File: src/rtl/rx_descrambler.sv
// Receive descrambler for the 1 + x^39 + x^58 self-synchronising scrambler,
// plus the clause 49 BER monitor that counts invalid sync headers per window.
module rx_descrambler #(
  parameter int BER_WINDOW    = 19531,
  parameter int BER_THRESHOLD = 16
) (
  input  logic        i_rxc,
  input  logic        i_reset_n,
  input  logic        i_rx_valid,
  input  logic [1:0]  i_rx_header,
  input  logic [63:0] i_rxd,
  input  logic        i_block_lock,
  output logic        o_rx_valid,
  output logic [1:0]  o_rx_header,
  output logic [63:0] o_rxd,
  output logic        o_hi_ber,
  output logic [5:0]  o_err_count
);

  localparam int              WIN_W    = (BER_WINDOW > 1) ? $clog2(BER_WINDOW) : 1;
  localparam logic [WIN_W-1:0] WIN_LAST = WIN_W'(BER_WINDOW - 1);
  localparam logic [6:0]      THRESH   = 7'(BER_THRESHOLD);

  // Only bits 63:6 of the previous scrambled block are ever reached by the taps.
  logic [63:6]      prev_rxd;
  logic [63:0]      descrambled;
  logic [WIN_W-1:0] win_cnt;
  logic             invalid_hdr;
  logic [6:0]       err_sum;

  // Bit i xors with the received bits 39 and 58 positions earlier in the stream.
  assign descrambled = i_rxd
                     ^ {i_rxd[24:0], prev_rxd[63:25]}
                     ^ {i_rxd[5:0],  prev_rxd[63:6]};

  assign invalid_hdr = i_rx_valid && ((i_rx_header == 2'b00) || (i_rx_header == 2'b11));
  assign err_sum     = {1'b0, o_err_count} + 7'(invalid_hdr);

  always_ff @(posedge i_rxc or negedge i_reset_n) begin
    if (!i_reset_n) begin
      prev_rxd    <= '0;
      o_rxd       <= '0;
      o_rx_header <= '0;
      o_rx_valid  <= 1'b0;
    end else begin
      o_rx_valid <= i_rx_valid;
      if (i_rx_valid) begin
        prev_rxd    <= i_rxd[63:6];
        o_rxd       <= descrambled;
        o_rx_header <= i_rx_header;
      end
    end
  end

  // Lock loss takes priority over any error on the same block.
  always_ff @(posedge i_rxc or negedge i_reset_n) begin
    if (!i_reset_n) begin
      win_cnt     <= '0;
      o_err_count <= '0;
      o_hi_ber    <= 1'b0;
    end else if (!i_block_lock) begin
      win_cnt     <= '0;
      o_err_count <= '0;
      o_hi_ber    <= 1'b0;
    end else if (i_rx_valid) begin
      if (win_cnt == WIN_LAST) begin
        win_cnt     <= '0;
        o_err_count <= '0;
        o_hi_ber    <= (err_sum >= THRESH);
      end else begin
        win_cnt     <= win_cnt + WIN_W'(1);
        o_err_count <= (err_sum > 7'd63) ? 6'd63 : err_sum[5:0];
        if (err_sum >= THRESH)
          o_hi_ber <= 1'b1;
      end
    end
  end

endmodule

File: config.mk
export PLATFORM = sky130hd
export DESIGN_NAME = rx_descrambler
export DESIGN_NICKNAME = d
export VERILOG_FILES = /design/src/rtl/rx_descrambler.sv
export SDC_FILE = /design/constraint.sdc
export NUM_CORES = 1
export LEC_CHECK = 0
export ABC_CLOCK_PERIOD_IN_PS = 1740
export BUFFER_PORTS_ARGS = -buffer_cell sky130_fd_sc_hd__buf_4
export CAP_MARGIN = 0
export CORE_UTILIZATION = 40
export CTS_CLUSTER_SIZE = 25
export DETAILED_ROUTE_END_ITERATION = 6
export PLACE_DENSITY_LB_ADDON = 0.12
export SETUP_SLACK_MARGIN = 0.4
export SLEW_MARGIN = 20
export SYNTH_ARGS = -nofsm -noshare
export SYNTH_HDL_FRONTEND = slang
export SYNTH_SLANG_ARGS = --single-unit
File: constraint.sdc
create_clock -name i_rxc -period 1.74 [get_ports i_rxc]
set_input_delay 0.087 -clock i_rxc [delete_from_list [all_inputs] [get_ports i_rxc]]
set_output_delay 0.087 -clock i_rxc [all_outputs]
set_load 0.02 [all_outputs]
**After elaboration in Yosys (flattened, before gate mapping)**

Index checks and enable logic that the tools add are counted.

- Bits in latches: 0
- Input bits: 70
- Memory bits (writable): 0
- Flip-flop bits (word level): 147
- Memory bits (read-only): 0
- Memories: 0

- Div/mod/pow operators: 0
- Equality and inequality tests: 4
- $lt $le $gt $ge: 2
- Bitwise gates (word level): 2
- Multiplexer cells: 11
- Reduce and logical (&&, ||, !) cells: 4
- Multipliers: 0
- Add/subtract/negate cells: 2
- Shifts and indexed selects: 0

Operators by type and width:

| operator | number |
|---|---|
| $xor 64x64->64 | 2 |
| $mux 15 | 3 |
| $mux 6 | 4 |
| $add 15x1->15 const B | 1 |
| $eq 15x15->1 const B | 1 |
| $add 6x1->7 | 1 |
| $ge 7x5->1 const B | 1 |
| $gt 7x6->1 const B | 1 |
| $mux 1 | 4 |
| $ne 3x1->1 const B | 1 |
| $eq 2x2->1 const B | 1 |
| $logic_not 2->1 | 1 |
| $ne 2x2->1 const B | 1 |
| $reduce_and 2->1 | 1 |
| $logic_and 1x1->1 | 1 |
| $logic_or 1x1->1 | 1 |

**Logic depth before layout (Yosys ltp)**

- Depth after elaboration: 9
- Mapped depth: 9

**Worst setup path after synthesis**

OpenSTA, ideal clock, no wires.

- Path kind: input port to flip-flop
- Start: input port i_rx_valid
- End: register o_hi_ber
- Slack: -0.234 ns
- Library setup time: 0.128 ns
- Required time: 1.612 ns
- Stages: 9
- Arrival time: 1.847 ns
- Path through: buf_1 > buf_2 > and2_1 > ha_1 > ha_1 > nand3_1 > a211o_1 > a21oi_1 > o22ai_1

- Cells in the longest elaborated chain, start to end: 6

Ends and longest elaborated chain:

| what | line | text |
|---|---|---|
| start: declaration | 9 | `input logic i_rx_valid,` |
| $logic_and 1x1->1 | 36 | `assign invalid_hdr = i_rx_valid && ((i_rx_header == 2'b00) \|\| (i_rx_header == 2'b11));` |
| $add 6x1->7 | 37 | `assign err_sum = {1'b0, o_err_count} + 7'(invalid_hdr);` |
| $ge 7x5->1 | 69, 73 |  |
| $mux 1 | 66 | `if (win_cnt == WIN_LAST) begin` |
| $mux 1 | 65 | `end else if (i_rx_valid) begin` |
| $mux 1 | 61 | `end else if (!i_block_lock) begin` |
| end signal: assignment | 69 | `o_hi_ber <= (err_sum >= THRESH);` |
| end: declaration | 16 | `output logic o_hi_ber,` |

Several ways; a longest one is shown, not always the timed one. The select of a mux whose other input is x is not followed.
A chain may end at the register's enable or synchronous reset.

**Worst setup path in the final report**

- Start: register win_cnt[0]
- End: register win_cnt[12]

- Cells in the longest elaborated chain, start to end: 4

Ends and longest elaborated chain:

| what | line | text |
|---|---|---|
| start: declaration | 27 | `logic [WIN_W-1:0] win_cnt;` |
| start signal: assignment | 71 | `win_cnt <= win_cnt + WIN_W'(1);` |
| $add 15x1->15 or $eq 15x15->1 (tied branches) | 71, 66 |  |
| $mux 15 * | 66 |  |
| $mux 15 * | 65 |  |
| $mux 15 * | 61 |  |

Mark *: on every way between the ends. The rest lies on a longest branch, timed or not. The select of a mux whose other input is x is not followed.

==> impl_summary.txt <==
----------------------------------------------------
[CTS]
  Clock latency at the later pin of the worst-skew pair ... between 400 and 500 ps
  TritonCTS clock tree ... built
  Deepest clock path buffer count ... 2
  Root buffer cell ... sky130_fd_sc_hd__clkbuf_16
  Clock slew seen by the registers of the worst setup and hold paths ... around 60 ps
  Maximum level of the CTS H-tree ... 4
  Clock net sink count ... around 150
  CTS Buf Count ... 17

[Yosys]
  Synthesized instance count ... about 520
  Share of synthesized flip-flops with an asynchronous set or reset ... 1.00
  Avg Cell Area, Syn ... 13.3 µm²
  EDFF count, synth ... 0
  Count of state elements after synthesis ... 147
  Seq/Total Area, Yosys ... 0.528
  Total standard cell area after synthesis ... about 7000 µm²
  Post-synth net total ... 598
  Commonest register cell after synthesis ... sky130_fd_sc_hd__dfrtp_1
  Yosys warnings ... 0
  Post-synth cell types ... between 40 and 50

[Worst setup path]
  Largest stage delay, worst path ... approximately 400 ps
  Worst Setup End Kind ... register
  Master of the slowest instance on the critical path ... sky130_fd_sc_hd__dfrtp_1
  Data arrival, critical path ... between 2000 and 2500 ps
  Max FO, Critical Path ... 6
  Required time of the critical path ... 2080 ps
  Critical path class ... register to register
  Cell breakdown of the critical path ... inv_1 > ha_2 > nor4bb_4 > and4_1 > a21bo_2 > buf_4 > buf_16 > a21oi_2
  Startpoint type of the worst setup path ... register

[Floorplan]
  Rows ... 47
  Die Wd ... 134 µm
  Area of the core ... ~17,000 µm²
  Height of the die ... ~130 µm
  Initial core utilization ... 0.414
  Count of pins on the block boundary ... around 140
  DIE AREA ... 17,900 µm²

[STA]
  Worst-margin pin slew ... roughly 650 ps
  Worst Clk Skew ... approximately 8 ps
  Min Clock Period, post-route ... 1670 ps
  Number of max-slew violations in the final report ... 0
  Setup total negative slack ... 0 ps
  Final-report setup violation count ... 0
  Total count of hold-check failures in the final report ... 0
  Setup repair after global routing missed its margin ... true
  Final worst path period share ... 0.957
  Remaining max-slew budget at the tightest pin ... 0.569
  Achievable clock frequency ... 0.600 GHz
  Hold_ws ... 55.0 ps

[Layout]
  Fraction of final layout cells sized beyond drive strength 1 ... 0.448
  Layout overhead on the synthesized area ... 42.1%
  Final net count ... 826
  Commonest non-fill, non-tap cell in the layout ... sky130_fd_sc_hd__buf_4
  Commonest cells after routing, fill and taps aside ... sky130_fd_sc_hd__buf_4, sky130_fd_sc_hd__dfrtp_1, sky130_fd_sc_hd__xnor2_1
  Fill cells ... 1,396
  Number of antenna diodes ... 0
  Share of the core filled with cells in the final layout ... 0.588
  Post-route non-filler standard cell count ... between 900 and 1k

[Place]
  Placed Cells ... 880
  Number of port buffers ... between 100 and 150
  Placer Congestion ... just under 0.9
  Dpl hpwl ... about 11,000 µm

[Pwr]
  Pwr dens ... 1150 nW/µm²
  Total leakage power ... around 0.004 µW
  Largest vdd supply drop ... roughly 730 µV

[Global route]
  Maximum number of pins on one net before global-route repair ... a little under 70
  GRT Overall Usage ... 0.186
  Antenna violations before repair ... 0
  First-pass GRT wire length ... 26,100 µm
  Number of global-route vias before repair ... 5,137
  Total gr overflow ... 0

[Detailed routing]
  Via density ... just under 5
  DR vias ... about 4.8k
  Total detailed-routing wirelength ... 15,900 µm
  Number of nets with antenna violations after detailed routing ... 0
  TritonRoute pass-1 iters ... 5
  First-iteration detailed-routing DRC count ... ~200
  Per-cell routed wire length ... between 15 and 20 µm
  Total DRC errors in the routed layout ... 0

[Flow run]
  Count of max-cap constraint violations ... 0

[Outcome]
  Status ... complete, no violations

[Worst hold path]
  Class of the tightest hold or removal check ... primary input to register

----------------------------------------------------
-- cell usage after synthesis (5+ instances only) --
cell type                   n  area [µm²]
sky130_fd_sc_hd__inv_1      6        22.5
sky130_fd_sc_hd__dfrtp_1  147        3680
sky130_fd_sc_hd__xnor2_1  131        1150
sky130_fd_sc_hd__nor3_1     5        25.0
sky130_fd_sc_hd__nor2_1    10        37.5
sky130_fd_sc_hd__a21oi_1    8        40.0
sky130_fd_sc_hd__o21ai_0    6        30.0
sky130_fd_sc_hd__nand3_1    6        30.0
sky130_fd_sc_hd__buf_2     13        65.1
sky130_fd_sc_hd__o31ai_1    5        37.5
sky130_fd_sc_hd__nand2_1   12        45.0
sky130_fd_sc_hd__nand4_1    6        37.5
sky130_fd_sc_hd__mux2_2   124        1400
-- critical path: cells and delay by family, from the launching register on --
family	cells	cell delay, ps
DFF	1	400
and+or+nand+nor	2	370
buffers and inverters	3	340
AOI/OAI and AO/OA	2	310
adders and majority gates	1	170
-- flip-flops by register name, indices dropped and copies added (netlist names) --
signal	flops
o_rxd	64
prev_rxd	58
win_cnt	15
o_err_count	6
o_rx_header	2
o_hi_ber	1
o_rx_valid	1
-- layer usage --
metal  part of all wire  vias up  GRT usage
met5                  0        -          0
met4              0.019        0     0.0688
met2               0.50      116      0.311
met3              0.035       22     0.0416
met1               0.45     2437      0.235
li1                   -     2270          -
-- timing repair --
| item | 4_1_cts | 5_1_grt |
|---|---|---|
| resized for setup | 11 | 4 |
| hold endpoints to repair | 103 | 0 |
| setup endpoints to repair | 22 | 22 |
| pin swaps | 3 | 3 |
| gates cloned | 1 | 0 |
| buffers inserted | 8 | 2 |
| hold buffers | 62 | 0 |
-- power by group --
| group | internal (µW) | switching [µW] | total [µW] |
|---|---|---|---|
| clock network | 2760 | 1390 | 4150 |
| logic | 1560 | 1310 | 2870 |
| registers | 3980 | 372 | 4350 |
-- logic make-up (layout without fill, tap and decap cells) --
| family | Yosys count | in the layout | synth area share |
|---|---|---|---|
| AND/OR/NAND/NOR | 58 | 58 | 0.0464 |
| XOR/XNOR | 135 | 135 | 0.170 |
| multiplexers | 124 | 124 | 0.201 |
| flip-flops | 147 | 147 | 0.528 |
| buffers and inverters | 23 | 264 | 0.0158 |
| adder cells (fa/ha/maj) | 4 | 4 | 0.00719 |
| AO/OA/AOI/OAI | 33 | 33 | 0.0322 |
-- path summary, 6_finish.rpt --
path / slack (ps) / cells past startpoint / endpoint / startpoint
max: 70 / 8 / win_cnt[12] / win_cnt[0]
min: 50 / 3 / o_rxd[3] / i_rxd[3]
max reg2reg: 70 / 8 / win_cnt[12] / win_cnt[0]
min reg2reg: 510 / 1 / o_rxd[59] / o_rxd[59]
max in group asynchronous: 880 / 3 / o_err_count[0] / i_reset_n
min in group asynchronous: 140 / 2 / o_rxd[37] / i_reset_n
-- cell type report --
class / count / area [µm²] / area share
Clock buffer: 22 / 464 / 0.0469
Clock inverter: 10 / 203 / 0.0205
Inverter: 6 / 22.5 / 0.00228
Multi-Input combinational cell: 354 / 3320 / 0.336
Sequential cell: 147 / 3680 / 0.372
Tap cell: 220 / 275 / 0.0278
Timing Repair Buffer: 226 / 1930 / 0.195
-- metrics by stage --
stage	total power [µW]	worst slack, ps	cell area (µm²)
after floorplan	5980	243	7060
after global placement	7120	84.7	8430
after detailed placement	7190	78.2	8430
after CTS	11500	121	9860
after global routing	11900	-10.2	9890
final	11400	74.4	9890
Power figures use the tool's default switching activity.
